--- src/rtl/cla_nibble_serial_adder.sv ---
// Multi-cycle WIDTH-bit adder: one 4-bit carry-lookahead slice per clock, LSB nibble first.
// Optional subtract mode is enabled by defining NIBBLE_SUB_EN.
module cla_nibble_serial_adder #(
    parameter int unsigned WIDTH = 16
) (
    input  logic             clk,
    input  logic             rst,
    input  logic             start,
    input  logic [WIDTH-1:0] a,
    input  logic [WIDTH-1:0] b,
    input  logic             cin,
    input  logic             sub,
    output logic             busy,
    output logic             done,
    output logic [WIDTH-1:0] sum,
    output logic             cout,
    output logic             ovf
);

    localparam int unsigned N    = WIDTH / 4;
    localparam int unsigned IdxW = (N > 1) ? $clog2(N) : 1;
    localparam logic [IdxW-1:0] LastIdx = IdxW'(N - 1);

    typedef enum logic [1:0] {StIdle, StRun, StDone} state_e;

    state_e           state_q, state_d;
    logic [IdxW-1:0]  idx_q, idx_d;
    logic             carry_q, carry_d;
    logic [WIDTH-1:0] a_sh_q, a_sh_d;
    logic [WIDTH-1:0] b_sh_q, b_sh_d;
    logic [WIDTH-1:0] sum_q, sum_d;
    logic             cout_q, cout_d;
    logic             ovf_q, ovf_d;

    logic [3:0]       sl_a, sl_b, sl_g, sl_p, sl_s;
    logic [4:0]       sl_c;
    logic [WIDTH+3:0] sum_shift;
    logic             accept;

`ifndef NIBBLE_SUB_EN
    logic unused_sub;
    assign unused_sub = sub;
`endif

    // 4-bit carry-lookahead slice on the low nibble of the shift registers
    always_comb begin
        sl_a    = a_sh_q[3:0];
        sl_b    = b_sh_q[3:0];
        sl_g    = sl_a & sl_b;
        sl_p    = sl_a ^ sl_b;
        sl_c[0] = carry_q;
        sl_c[1] = sl_g[0] | (sl_p[0] & sl_c[0]);
        sl_c[2] = sl_g[1] | (sl_p[1] & sl_g[0]) | (sl_p[1] & sl_p[0] & sl_c[0]);
        sl_c[3] = sl_g[2] | (sl_p[2] & sl_g[1]) | (sl_p[2] & sl_p[1] & sl_g[0])
                | (sl_p[2] & sl_p[1] & sl_p[0] & sl_c[0]);
        sl_c[4] = sl_g[3] | (sl_p[3] & sl_g[2]) | (sl_p[3] & sl_p[2] & sl_g[1])
                | (sl_p[3] & sl_p[2] & sl_p[1] & sl_g[0])
                | (sl_p[3] & sl_p[2] & sl_p[1] & sl_p[0] & sl_c[0]);
        sl_s    = sl_p ^ sl_c[3:0];
    end

    always_comb begin
        state_d   = state_q;
        idx_d     = idx_q;
        carry_d   = carry_q;
        a_sh_d    = a_sh_q;
        b_sh_d    = b_sh_q;
        sum_d     = sum_q;
        cout_d    = cout_q;
        ovf_d     = ovf_q;
        accept    = 1'b0;
        // Concatenate then drop the low nibble so WIDTH==4 needs no special case
        sum_shift = {sl_s, sum_q};

        unique case (state_q)
            StIdle, StDone: begin
                if (state_q == StDone) begin
                    state_d = StIdle;
                end
                if (start) begin
                    accept  = 1'b1;
                    state_d = StRun;
                    idx_d   = '0;
                    a_sh_d  = a;
                    sum_d   = '0;
                    cout_d  = 1'b0;
                    ovf_d   = 1'b0;
`ifdef NIBBLE_SUB_EN
                    b_sh_d  = sub ? ~b : b;
                    carry_d = sub ? 1'b1 : cin;
`else
                    b_sh_d  = b;
                    carry_d = cin;
`endif
                end
            end
            StRun: begin
                sum_d   = sum_shift[WIDTH+3:4];
                carry_d = sl_c[4];
                a_sh_d  = a_sh_q >> 4;
                b_sh_d  = b_sh_q >> 4;
                idx_d   = idx_q + IdxW'(1);
                if (idx_q == LastIdx) begin
                    state_d = StDone;
                    idx_d   = '0;
                    cout_d  = sl_c[4];
                    ovf_d   = (sl_a[3] == sl_b[3]) & (sl_s[3] != sl_a[3]);
                end
            end
            default: state_d = StIdle;
        endcase
    end

    always_ff @(posedge clk) begin
        if (rst) begin
            state_q <= StIdle;
            idx_q   <= '0;
            carry_q <= 1'b0;
            a_sh_q  <= '0;
            b_sh_q  <= '0;
            sum_q   <= '0;
            cout_q  <= 1'b0;
            ovf_q   <= 1'b0;
        end else begin
            state_q <= state_d;
            idx_q   <= idx_d;
            carry_q <= carry_d;
            a_sh_q  <= a_sh_d;
            b_sh_q  <= b_sh_d;
            sum_q   <= sum_d;
            cout_q  <= cout_d;
            ovf_q   <= ovf_d;
        end
    end

    logic unused_accept;
    assign unused_accept = accept;

    assign busy = (state_q == StRun);
    assign done = (state_q == StDone);
    assign sum  = sum_q;
    assign cout = cout_q;
    assign ovf  = ovf_q;

endmodule

--- config.mk ---
export PLATFORM = sky130hd
export DESIGN_NAME = cla_nibble_serial_adder
export DESIGN_NICKNAME = d
export VERILOG_FILES = /design/src/rtl/cla_nibble_serial_adder.sv
export SDC_FILE = /design/constraint.sdc
export NUM_CORES = 1
export LEC_CHECK = 0
export ABC_AREA = 1
export BUFFER_PORTS_ARGS = -buffer_cell sky130_fd_sc_hd__buf_4
export CAP_MARGIN = 15
export CORE_ASPECT_RATIO = 1.75
export CORE_MARGIN = 2
export CORE_UTILIZATION = 50
export CTS_BUF_LIST = sky130_fd_sc_hd__clkbuf_8
export CTS_CLUSTER_SIZE = 8
export DETAILED_ROUTE_END_ITERATION = 7
export PLACE_DENSITY = 0.78
export SLEW_MARGIN = 20
export SYNTH_ARGS = -nofsm -noshare
export SYNTH_HDL_FRONTEND = slang
export SYNTH_SLANG_ARGS = --single-unit
--- constraint.sdc ---
create_clock -name clk -period 3.3 [get_ports clk]
set_input_delay 0.33 -clock clk [delete_from_list [all_inputs] [get_ports clk]]
set_output_delay 0.33 -clock clk [all_outputs]
set_load 0.01 [all_outputs]
# Word level (Yosys, flattened, before mapping)
# Cells that the tools add are included.
# Widths: inputs -> output; s select.
[word_totals] wordCells=73 reg_bits=55 out_inout_bits=20
[classes] n_reduce_logical=6 eq_ne=8 bitwise=30 add_sub_neg=1 muxes=20
[op_table] cell="$pmux 16 s2" count=3
[op_table] cell="$mux 16" count=3
[op_table] cell="$and 1x1->1" count=17
[op_table] cell="$mux 2" count=5
[op_table] cell="$or 1x1->1" count=10
[op_table] cell="$pmux 2 s2" count=2
[op_table] cell="$xor 4x4->4" count=2
[op_table] cell="$pmux 1 s2" count=3
[op_table] cell="$and 4x4->4" count=1
[op_table] cell="$eq 2x2->1 const B" count=2
[op_table] cell="$mux 1" count=4
[op_table] cell="$reduce_and 2->1" count=2
[op_table] cell="$ne 3x3->1 const B" count=1
[op_table] cell="$reduce_and 3->1" count=1
[op_table] cell="$add 2x1->2 const B" count=1
[op_table] cell="$eq 2x1->1 const B" count=1
[op_table] cell="$logic_not 2->1" count=1
[op_table] cell="$ne 2x1->1 const B" count=1
[op_table] cell="$ne 2x2->1 const B" count=1
[op_table] cell="$reduce_bool 2->1" count=1
[op_table] cell="$reduce_or 2->1" count=1
[op_table] cell="$eq 1x1->1" count=1
[op_table] cell="$ne 1x1->1" count=1

# Logic depth before layout (Yosys ltp)
[depth] depth_word=10 mapped_depth=9 depth_no_buf=9

# Least setup slack after synthesis
# Ideal clock, no wire load.
[synth_timing] path_type="register to register" start="reg a_sh_q[2]" end="reg carry_q" n_path_buf=0 stages_incl_launch_ff=10 arrival_ns=1.227 setup_ns=0.115 period_less_slack_ns=1.343 path_slack_ns=1.957 path_cell_list="dfxtp_1 ha_1 nand2_1 nand2_1 nor2_1 nand2_1 nand2_1 nand2_1 o21ai_0 inv_1"
[synth_via] elab_chain_len=7
[synth_lines] item="from (decl)" line_no="29" rtl="logic [WIDTH-1:0] a_sh_q, a_sh_d;"
[synth_lines] item="from (signal assigned)" line_no="128" rtl="a_sh_q <= a_sh_d;"
[synth_lines] item="$and 4x4->4 or $xor 4x4->4 (tied branches)" line_no="49, 50"
[synth_lines] item="$and 1x1->1 (on tied branches)" line_no="56, 57, 58"
[synth_lines] item="$or 1x1->1, or another cell as far along (2 in a row)" line_no="56" rtl="sl_c[4] = sl_g[3] | (sl_p[3] & sl_g[2]) | (sl_p[3] & sl_p[2] & sl_g[1])"
[synth_lines] item="$or 1x1->1 or $and 1x1->1 (tied branches)" line_no="57, 58"
[synth_lines] item="$or 1x1->1 *" line_no="58" rtl="| (sl_p[3] & sl_p[2] & sl_p[1] & sl_p[0] & sl_c[0]);"
[synth_lines] item="$pmux 1 s2 *" line_no="75" rtl="unique case (state_q)"
[synth_lines] item="to (signal assigned)" line_no="127" rtl="carry_q <= carry_d;"
[synth_lines] item="to (decl)" line_no="28" rtl="logic carry_q, carry_d;"
# Mark *: on every way between the ends. The rest lies on a longest branch, timed or not.
# A chain may end at the register's enable or synchronous reset.

# Worst setup path in the final report
[layout_timing] start="reg state_q[0]" end="reg idx_q[0]"
[layout_via] elab_chain_len=4
[layout_lines] item="from (decl)" line_no="26" rtl="state_e state_q, state_d;"
[layout_lines] item="from (signal assigned)" line_no="116" rtl="state_q <= StIdle;"
[layout_lines] item="from (signal assigned)" line_no="125" rtl="state_q <= state_d;"
[layout_lines] item="$eq 2x2->1 or $logic_not 2->1 (tied branches)" line_no="75"
[layout_lines] item="$reduce_or 2->1" line_no="75"
[layout_lines] item="$ne 2x2->1 (no source line) or $reduce_bool 2->1 (tied branches)"
[layout_lines] item="$reduce_and 2->1 (no source line)"
[layout_lines] item="to (signal assigned)" line_no="126" rtl="idx_q <= idx_d;"
[layout_lines] item="to (decl)" line_no="27" rtl="logic [IdxW-1:0] idx_q, idx_d;"
# Several ways; a longest one is shown, not always the timed one.

==> flow_summary_export.csv <==
group,metric,value,unit
clocking,cts_buffer_depth,2,
placed_design,dp.final_hpwl,3.14,mm
floorplanning,rows,32,
logic_synthesis,yosysMostFrequentCell,"nand2_1",
logic_synthesis,synthTopCellsByArea,"dfxtp_1, nand2_1, o221ai_1, a21oi_1, nor3_1",
layout,stdcell_count,377,
sta,finalSetupViolations,0,
layout,fin_util,0.626,
layout,antennaDiodeCount,0,
sta,grt_setup_unrepaired,"no",
setup_path,critPathKind,"reg -> reg",
logic_synthesis,syn_area_per_cell,8.22,um2
logic_synthesis,postSynthCellCount,281,
power_and_ir_drop,power.leakage,1.17,nW
worst_hold_path,hp-class,"in -> reg",
sta,min_period,1.96,ns
sta,hold_viol,0,
sta,max_freq,511,MHz
layout,drive_gt1_frac,0.221,
logic_synthesis,ys_dominant_reg_cell,"dfxtp_1",
placed_design,place_inst,369,
route,num_vias,2058,
power_and_ir_drop,p_clk_frac,0.286,
placed_design,port_buffers,55,
layout,syn_to_final_growth,20.6,%
setup_path,crit_arrival,2.15,ns
power_and_ir_drop,p_per_area,488,nW/um2
power_and_ir_drop,switching_share,0.268,
setup_path,path_max_fanout,44,
logic_synthesis,async_reset_ff_frac,0,
route,wl_per_cell,12.7,um
floorplanning,start_util,0.519,
layout,nFillCells,420,
sta,max_slew_margin,0.507,
setup_path,path_delay_family,"simple AND/OR/NAND/NOR gates",
route,totalWireLength,4.79,mm
logic_synthesis,synth_common_cells,"nand2_1, dfxtp_1, nor2_1",
clocking,htreeDepth,2,
route,ant_nets,0,
logic_synthesis,synth-edff-count,0,
power_and_ir_drop,sequentialPowerShare,0.545,
logic_synthesis,ys_warn_count,0,
sta,finalCritPeriodShare,0.593,
clocking,clock_sinks,55,
clocking,cts_setup_buffers,0,
floorplanning,coreArea,4440,um2
placed_design,post-place-ws,1.33,ns
sta,holdWs,0.252,ns
flow_run,cap_violations,0,
outcome,status,"completed",
sta,drv_slew,0,
grt,grt_start_max_net_pins,45,
setup_path,cpPeakStageDelay,0.46,ns
grt,antenna_found_initial,0,
floorplanning,ioPinCount,57,
sta,setup_slack,1.34,ns
clocking,cts_tree,"yes",
floorplanning,die_w,55.4,um
setup_path,crit_path_end_kind,"flop",
layout,layout.nets,368,
clocking,insertion_delay,0.30,ns
logic_synthesis,ys_seq_elements,55,
power_and_ir_drop,intPower,0.995,mW
sta,clock_skew,0.00318,ns
setup_path,cp_cell_sequence,"inv_2 > nor2_8 > inv_4 > nand2_4 > inv_6 > o21ai_0 > a21oi_1",
floorplanning,die_h,93.9,um
setup_path,critPathLaunchType,"flop",
clocking,path_clk_slew,0.09,ns
sta,final.setup.tns,0,ns
clocking,cts-resized-gates,0,
grt,grt_first_pass_wirelength,8.34,mm
power_and_ir_drop,peakVddDrop,0.356,mV
route,drc,0,
grt,grt_pass1_vias,1871,
clocking,ctsRootBufferMaster,"clkbuf_8",
logic_synthesis,syn_nets,324,
power_and_ir_drop,power_frac_comb,0.169,
logic_synthesis,synthesis.area,2310,um2
logic_synthesis,ys_seq_area_frac,0.477,
logic_synthesis,synth.top_cell.area_share,0.477,
placed_design,place_congestion,0.819,
logic_synthesis,yosysUniqueCellTypes,30,
setup_path,cp.buffers_inverters,3,
grt,overflow,0,
clocking,numCtsBuffers,5,
route,firstDrtPassIters,4,
power_and_ir_drop,p_switching,0.364,mW
route,drt_iter0_drc,48,
route,via_per_inst,5.46,
setup_path,required,3.49,ns
setup_path,cp_slowest_cell,"nor2_8",
floorplanning,dieArea,5200,um2
clocking,cts_hold_buf,0,
logic_synthesis,yosysTopAreaCell,"dfxtp_1",
sta,worst_pin_slew,0.735,ns
grt,track_usage,0.199,
power by group through the flow:
stage | clock [mW] | combinational (mW) | sequential (mW)
after floorplan | 0 | 0.168 | 0.750
after global placement | 0 | 0.226 | 0.755
after detailed placement | 0 | 0.230 | 0.756
after CTS | 0.402 | 0.231 | 0.740
after global routing | 0.429 | 0.260 | 0.747
final | 0.389 | 0.229 | 0.741
final cells by class:
| class | instances | area, um2 | area share |
|---|---|---|---|
| Sequential cell | 55 | 1100 | 0.396 |
| Multi-Input combinational cell | 192 | 1040 | 0.373 |
| Inverter | 16 | 67.6 | 0.0243 |
| Timing Repair Buffer | 55 | 413 | 0.148 |
| Tap cell | 51 | 63.8 | 0.0229 |
| Clock buffer | 7 | 96.3 | 0.0346 |
| Clock inverter | 1 | 3.75 | 0.00135 |
layout by cell type (no fill, tap or decap), types with 5 or more instances in the layout:
cell	netlist	final
nor3_1	26	26
nand2_1	61	61
inv_1	11	12
nor2_1	28	28
dfxtp_1	55	55
o221ai_1	22	22
ha_1	5	5
buf_4	3	55
clkbuf_8	0	7
a21oi_1	27	27
o21ai_0	6	6
per-stage QoR:
step / total power, mW / area, um2
final: 1.36 / 2780
after global routing: 1.44 / 2780
after CTS: 1.37 / 2780
after detailed placement: 0.986 / 2680
after global placement: 0.981 / 2680
after floorplan: 0.918 / 2310
final timing paths:
kind,from,endpoint,slack (ns),cells after the start
max,state_q[0]$_SDFFE_PP0P_,idx_q[0]$_SDFFE_PP0P_,1.34,7
min,b[5],b_sh_q[5]$_SDFFE_PP0P_,0.25,3
max reg2reg,state_q[0]$_SDFFE_PP0P_,idx_q[0]$_SDFFE_PP0P_,1.34,7
min reg2reg,sum[3]$_SDFFE_PP0P_,sum[3]$_SDFFE_PP0P_,0.46,2
routing by layer:
| metal | vias to the layer above | routed length (um) | GRT usage | share of wire |
|---|---|---|---|---|
| met5 | - | 0 | 0 | 0 |
| met4 | 0 | 68 | 0.0671 | 0.014 |
| met3 | 6 | 196 | 0.0344 | 0.041 |
| met2 | 52 | 2540 | 0.368 | 0.53 |
| met1 | 946 | 1990 | 0.227 | 0.41 |
| li1 | 1054 | - | - | - |
worst register-to-register path, cell delays in order (launching register included):
cell and delay (ns):
dfxtp_1 0.35, inv_2 0.07, nor2_8 0.46, inv_4 0.25, nand2_4 0.31, inv_6 0.16, o21ai_0 0.19, a21oi_1 0.06
flip-flops by register name, indices dropped and copies added, names as in the netlist:
signal and count:
a_sh_q 16, b_sh_q 16, sum 16, idx_q 2
state_q 2, carry_q 1, cout 1, ovf 1
logic make-up (layout without fill, tap and decap cells):
kind of cell / Yosys count / count (layout) / synth area share
buffers and inverters: 34 / 79 / 0.0732
XOR/XNOR: 2 / 2 / 0.00759
flip-flops: 55 / 55 / 0.477
adder cells (fa/ha/maj): 6 / 6 / 0.0358
AO/OA/AOI/OAI: 58 / 58 / 0.169
AND/OR/NAND/NOR: 126 / 126 / 0.237
Note: power is estimated with default switching activity, not from simulation.
